[config.mk]
export PLATFORM = sky130hd
export DESIGN_NAME = mux_n_pipe_flat
export DESIGN_NICKNAME = d
export VERILOG_FILES = /design/src/rtl/mux_n_pipe_if.sv /design/src/rtl/mux_n_pipe.sv /design/src/flat_wrapper.sv
export SDC_FILE = /design/constraint.sdc
export NUM_CORES = 1
export LEC_CHECK = 0
export CAP_MARGIN = 20
export CORE_MARGIN = 5
export CORE_UTILIZATION = 33
export DETAILED_ROUTE_END_ITERATION = 10
export MAX_ROUTING_LAYER = met4
export PLACE_DENSITY = 0.82
export SLEW_MARGIN = 5
export SYNTH_ARGS = -nofsm -noshare
export SYNTH_HDL_FRONTEND = slang
export SYNTH_SLANG_ARGS = --single-unit
[constraint.sdc]
create_clock -name clk -period 1.9 [get_ports clk]
set_clock_uncertainty 0.05 [all_clocks]
set_input_delay 0.38 -clock clk [delete_from_list [all_inputs] [get_ports clk]]
set_output_delay 0.38 -clock clk [all_outputs]
set_load 0.03 [all_outputs]
[src/rtl/mux_n_pipe_if.sv]
// mux_n_pipe_if: select/data bus between a pipeline stage driver and mux_n_pipe
interface mux_n_pipe_if #(parameter int WIDTH = 32, parameter int N = 4);
  logic [N*WIDTH-1:0]   din;
  logic [$clog2(N)-1:0] sel_bin;
  logic [N-1:0]         sel_oh;
  logic                 in_valid;
  logic                 stall;
  logic                 flush;
  logic [WIDTH-1:0]     dout;
  logic                 out_valid;
  logic                 sel_err;
  logic [7:0]           err_cnt;
  modport master(output din, sel_bin, sel_oh, in_valid, stall, flush,
                 input dout, out_valid, sel_err, err_cnt);
  modport slave(input din, sel_bin, sel_oh, in_valid, stall, flush,
                output dout, out_valid, sel_err, err_cnt);
endinterface

[src/rtl/mux_n_pipe.sv]
// mux_n_pipe: N-way registered selector with stall/flush, valid and select-error tracking
module mux_n_pipe #(
  parameter int              WIDTH     = 32,
  parameter int              N         = 4,
  parameter int              SEL_MODE  = 0,
  parameter logic [WIDTH-1:0] RESET_VAL = '0
) (
  input logic         clk,
  input logic         rst,
  mux_n_pipe_if.slave bus
);
  if (N < 2 || N > 16 || (SEL_MODE != 0 && SEL_MODE != 1)) begin : g_bad_params
    $fatal(1, "mux_n_pipe: illegal parameters N=%0d SEL_MODE=%0d", N, SEL_MODE);
  end
  logic [N-1:0]     oh_low;
  logic [WIDTH-1:0] sel_data;
  logic             illegal;
  logic             err_load;
  // isolating the lowest set bit gives lowest-index priority on multi-hot selects
  assign oh_low   = bus.sel_oh & (~bus.sel_oh + 1'b1);
  assign err_load = illegal && bus.in_valid;
  always_comb begin
    sel_data = '0;
    for (int i = 0; i < N; i++)
      sel_data |= ((SEL_MODE == 1) ? oh_low[i] : (int'(bus.sel_bin) == i)) ? bus.din[i*WIDTH +: WIDTH] : '0;
    illegal = (SEL_MODE == 1) ? (bus.sel_oh == '0 || oh_low != bus.sel_oh) : (int'(bus.sel_bin) >= N);
  end
  always_ff @(posedge clk) begin
    if (rst) begin
      bus.dout      <= RESET_VAL;
      bus.out_valid <= 1'b0;
      bus.sel_err   <= 1'b0;
      bus.err_cnt   <= 8'd0;
    end else if (bus.flush) begin
      bus.dout      <= RESET_VAL;
      bus.out_valid <= 1'b0;
      bus.sel_err   <= 1'b0;
    end else if (!bus.stall) begin
      bus.dout      <= sel_data;
      bus.out_valid <= bus.in_valid;
      bus.sel_err   <= err_load;
      if (err_load && bus.err_cnt != 8'hFF) bus.err_cnt <= bus.err_cnt + 8'd1;
    end
  end
endmodule

[src/flat_wrapper.sv]
// flat-port wrapper written by rule: the top's interface ports become plain ports
module mux_n_pipe_flat 
#(
  parameter int              WIDTH     = 32,
  parameter int              N         = 4,
  parameter int              SEL_MODE  = 0,
  parameter logic [WIDTH-1:0] RESET_VAL = '0
)
  (clk, rst, bus_din, bus_sel_bin, bus_sel_oh, bus_in_valid, bus_stall, bus_flush, bus_dout, bus_out_valid, bus_sel_err, bus_err_cnt);
  mux_n_pipe_if #(.WIDTH(WIDTH), .N(N)) bus_i ();
  input logic clk;
  input logic rst;
  input wire logic [$bits(bus_i.din)-1:0] bus_din;
  input wire logic [$bits(bus_i.sel_bin)-1:0] bus_sel_bin;
  input wire logic [$bits(bus_i.sel_oh)-1:0] bus_sel_oh;
  input wire logic [$bits(bus_i.in_valid)-1:0] bus_in_valid;
  input wire logic [$bits(bus_i.stall)-1:0] bus_stall;
  input wire logic [$bits(bus_i.flush)-1:0] bus_flush;
  output wire logic [$bits(bus_i.dout)-1:0] bus_dout;
  output wire logic [$bits(bus_i.out_valid)-1:0] bus_out_valid;
  output wire logic [$bits(bus_i.sel_err)-1:0] bus_sel_err;
  output wire logic [$bits(bus_i.err_cnt)-1:0] bus_err_cnt;
  assign bus_i.din = bus_din;
  assign bus_i.sel_bin = bus_sel_bin;
  assign bus_i.sel_oh = bus_sel_oh;
  assign bus_i.in_valid = bus_in_valid;
  assign bus_i.stall = bus_stall;
  assign bus_i.flush = bus_flush;
  assign bus_dout = bus_i.dout;
  assign bus_out_valid = bus_i.out_valid;
  assign bus_sel_err = bus_i.sel_err;
  assign bus_err_cnt = bus_i.err_cnt;
  mux_n_pipe #(.WIDTH(WIDTH), .N(N), .SEL_MODE(SEL_MODE), .RESET_VAL(RESET_VAL)) u_core (.clk(clk), .rst(rst), .bus(bus_i));
endmodule
== After elaboration in Yosys (flattened, before gate mapping) ==
Index checks and enable logic that the tools add are counted.
Cells by class
  equality and inequality tests: 3
  multiplexer cells: 4
  bitwise operators: 3
  reductions and logical operators: 2
Operators with widths (number)
  $mux 32: 4
  $or 32x32->32: 3
  $eq 2x2->1 const B: 2
  $eq 2x1->1 const B: 1
  $logic_not 2->1: 1
  $reduce_or 2->1: 1
Storage, ports and cells
  register bits: 33
  input bits: 139
  output and inout bits: 42
  logic and storage cells: 14

== Longest topological paths before layout ==
  depth in word-level cells: 5
  depth in mapped cells: 6
  depth with buffers taken out: 3

== Least setup slack after synthesis ==
OpenSTA, ideal clock, no wires.
  path kind: input to register
  start point: input bus_sel_bin[0]
  end point: register u_core.bus.dout[15]
  setup time: 0.128 ns
  arrival time: 1.289 ns
  required time: 1.722 ns
  path slack: 0.434 ns
  stages on the path: 5
  buffers on the path: 2
  cells stage by stage: buf_6 > buf_8 > mux4_2 > mux2i_1 > nor2_1
Between the ends
  longest elaborated chain between the ends: 5
  elaborated cells between the ends (all ways): 11
  classes of those cells: eq/ne: 3; mux: 4; bitwise: 3; reduce/logical: 1
Ends and longest elaborated chain
  start, declared: RTL line flat_wrapper.sv:14  | input wire logic [$bits(bus_i.sel_bin)-1:0] bus_sel_bin;
  $eq 2x2->1 or $logic_not 2->1 (tied branches): RTL line mux_n_pipe.sv:25  | sel_data |= ((SEL_MODE == 1) ? oh_low[i] : (int'(bus.sel_bin) == i)) ? bus.din[i*WIDTH +: WIDTH] : '0;
  $mux 32: RTL line mux_n_pipe.sv:25
  $or 32x32->32 (2 in series): RTL line mux_n_pipe.sv:25
  $or 32x32->32 (*): RTL line mux_n_pipe.sv:25
  end signal, assigned: RTL line mux_n_pipe.sv:39  | bus.dout <= sel_data;
  end, declared: RTL line mux_n_pipe_if.sv:16  | output dout, out_valid, sel_err, err_cnt);
Mark *: on every way between the ends. The rest lies on a longest branch, timed or not.
A chain may end at the register's enable or synchronous reset.

== Worst setup path after layout ==
  start point: register u_core.bus.dout[3]
  end point: output bus_dout[3]
RTL lines
  end, declared: RTL line flat_wrapper.sv:19  | output wire logic [$bits(bus_i.dout)-1:0] bus_dout;
No word-level cell between the ends.

==> flow_metrics.env <==
export IMPL_period_needed_ps=1740
export IMPL_setup_worst_path_start_class="flip-flop"
export IMPL_setup_tns_ps=0
export IMPL_postCtsResizedCells=0
export IMPL_htreeDepth=2
export IMPL_timing_hold_ws_ps=410
export IMPL_nets=525
export IMPL_status="completed"
export IMPL_cp_data_required_time_ps=1470
export IMPL_dpl_hpwl_um=6050
export IMPL_critical_path_class="reg -> out"
export IMPL_hold_class="reg -> reg"
export IMPL_ioPinCount=181
export IMPL_worstHoldStart="u_core.bus.dout[17]"
export IMPL_routedWlPerCell_um=15.6
export IMPL_maxSlewViolCount=0
export IMPL_powerDensity_nw_per_um2=497
export IMPL_grt_antenna_before_repair=0
export IMPL_grt_pass1_vias=2382
export IMPL_synthSimpleGateAreaFrac_pct=13.1
export IMPL_timing_final_crit_share_pct=91.4
export IMPL_globalRouteTotalUtil_pct=17.6
export IMPL_worstHoldEndpoint="u_core.bus.dout[17]"
export IMPL_cp_end_kind="output pin"
export IMPL_port_buffers=167
export IMPL_hold_violations=0
export IMPL_start_util_pct=33.9
export IMPL_dr_pass1_iters=4
export IMPL_drive_gt1_share_pct=9.33
export IMPL_synth_compound_area_share_pct=16.8
export IMPL_core_area_um2=6350
export IMPL_syn_area_um2=2150
export IMPL_r2r_cells=2
export IMPL_post_cts_buffers=0
export IMPL_syn_inst=224
export IMPL_root_buffer="clkbuf_8"
export IMPL_cts_buffers=5
export IMPL_crit_start="u_core.bus.dout[3]"
export IMPL_fillers=550
export IMPL_grt_start_max_net_pins=36
export IMPL_place_area_um2=3820
export IMPL_cap_viol_max_count=0
export IMPL_ir_drop_mv=0.240
export IMPL_antenna_cells=0
export IMPL_die_h_um=90.7
export IMPL_regToRegStartpoint="u_core.bus.dout[9]"
export IMPL_vias=2299
export IMPL_gp_congestion=0.762
export IMPL_crit_buf_inv=1
export IMPL_crit_family="buffers and inverters"
export IMPL_cts_buffer_depth=2
export IMPL_row_count=29
export IMPL_rsz0062_at_grt="false"
export IMPL_drc=0
export IMPL_worst_path_max_delay_cell="clkdlybuf4s50_1"
export IMPL_slowest_delay_ps=690
export IMPL_fin_area_um2=3900
export IMPL_synth_seq_cells=33
export IMPL_viasPerCell=4.97
export IMPL_synth_top_family_by_area="multiplexers"
export IMPL_die_area_um2=8230
export IMPL_timing_fmax_mhz=576
export IMPL_clock_latency_ps=270
export IMPL_grt_pass1_wl_um=11500
export IMPL_avgSynthCellArea_um2=9.60
export IMPL_synthFlopType="dfxtp_1"
export IMPL_cts_tree="done"
export IMPL_yosys_warnings=0
export IMPL_fp_dieW_um=90.7
export IMPL_critPathMaxFanout=2
export IMPL_synth_fa_ha_area_share_pct=0
export IMPL_ctsHoldBuffers=0
export IMPL_regToRegSetupSlack_ps=1210
export IMPL_synth_edff_count=0
export IMPL_power_leakage_nw=1.51
export IMPL_ys_types=20
export IMPL_r2r_end="u_core.bus.dout[9]"
export IMPL_synth_seq_area_share_pct=30.7
export IMPL_holdPathStages=2
export IMPL_ant_nets=0
export IMPL_setup_viol=0
export IMPL_drt_total_wl_um=7240
export IMPL_synthXorXnorAreaFrac_pct=0
export IMPL_clk_pin_slew_ps=70
export IMPL_critical_path_arrival_ps=1310
export IMPL_cts_sinks=33
export IMPL_grt_overflow_total=0
export IMPL_synthToLayoutAreaGrowth_pct=81.4
export IMPL_first_iter_violations=42
export IMPL_ys_async_sr_fraction_pct=0
export IMPL_synthMuxAreaShare_pct=29.0
export IMPL_crit_chain="clkdlybuf4s50_1"
==> layout make-up <==
cell class | count | area, um2 | area share (%)
repair buffers | 179 | 1760 | 45.1
well taps | 77 | 96.3 | 2.47
clock buffers | 7 | 86.3 | 2.21
flip-flops and latches | 33 | 661 | 16.9
multi-input cells | 167 | 1300 | 33.3
==> placed cells by master, fill, tap and decap left out, types with 11 or more instances in the layout <==
| master | n |
|---|---|
| a211o_1 | 19 |
| a21oi_1 | 19 |
| buf_4 | 11 |
| clkdlybuf4s50_1 | 164 |
| dfxtp_1 | 33 |
| mux2i_1 | 33 |
| mux4_2 | 13 |
| nand2_1 | 19 |
| nor2_1 | 15 |
| nor3b_1 | 19 |
==> worst max-delay path by stage <==
stage / end / slack, ps / cells past startpoint
after floorplan: u_core.bus.dout[15] / 430 / 5
after global placement: u_core.bus.dout[7] / 260 / 4
after detailed placement: u_core.bus.dout[12] / 250 / 4
after CTS: bus_dout[14] / 140 / 1
after global routing: bus_dout[14] / 110 / 1
final: bus_dout[3] / 160 / 1
==> worst reg2reg max path: stages (launching register included) <==
cell and delay, ps:
dfxtp_1 340, nand2_1 60, a21oi_1 160
==> cells in the mapped netlist (4+ instances only) <==
master | count | area [um2]
a21oi_1 | 19 | 95.1
nor2_1 | 15 | 56.3
dfxtp_1 | 33 | 661
mux4_2 | 13 | 293
clkbuf_1 | 10 | 37.5
mux2i_1 | 33 | 330
o21ai_0 | 9 | 45.0
buf_2 | 7 | 35.0
buf_6 | 4 | 45.0
buf_4 | 9 | 67.6
a211o_1 | 19 | 166
nor3b_1 | 19 | 143
o21ai_1 | 9 | 45.0
nand2_1 | 19 | 71.3
==> kinds of logic after synthesis <==
group           count (synthesis)
buf+inv                        32
flops                          33
simple gates                   55
compound gates                 57
other cells                     1
mux                            46
==> stage by stage <==
stage,power (W),util [%],setup WS (ps),instances
2_1_floorplan,0.00108,-,434,232
3_3_place_gp,0.00143,60.1,264,456
3_5_place_dp,0.00144,60.1,249,456
4_1_cts,0.00197,61.5,144,463
5_1_grt,0.00205,61.5,110,463
6_report,0.00194,61.5,164,463
==> report_power, final <==
group | switching [W] | internal (W) | leakage (nW)
Clock | 0.000234 | 0.000287 | 0.0443
Sequential | 0.0000136 | 0.000721 | 0.269
Combinational | 0.000261 | 0.000422 | 1.20
==> sequential cells by signal, summed over array words and instances (netlist names) <==
register	cells
u_core.bus.out_valid	1
u_core.bus.dout	32
==> metal layers <==
metal / vias to the layer above / track usage (%) / wire length [um]
li1: 1124 / - / -
met1: 1067 / 19.5 / 2840
met2: 102 / 31.0 / 3730
met3: 6 / 5.33 / 621
met4: 0 / 3.72 / 53
met5: - / - / 0
No activity file was read; power rests on OpenSTA's default activity.
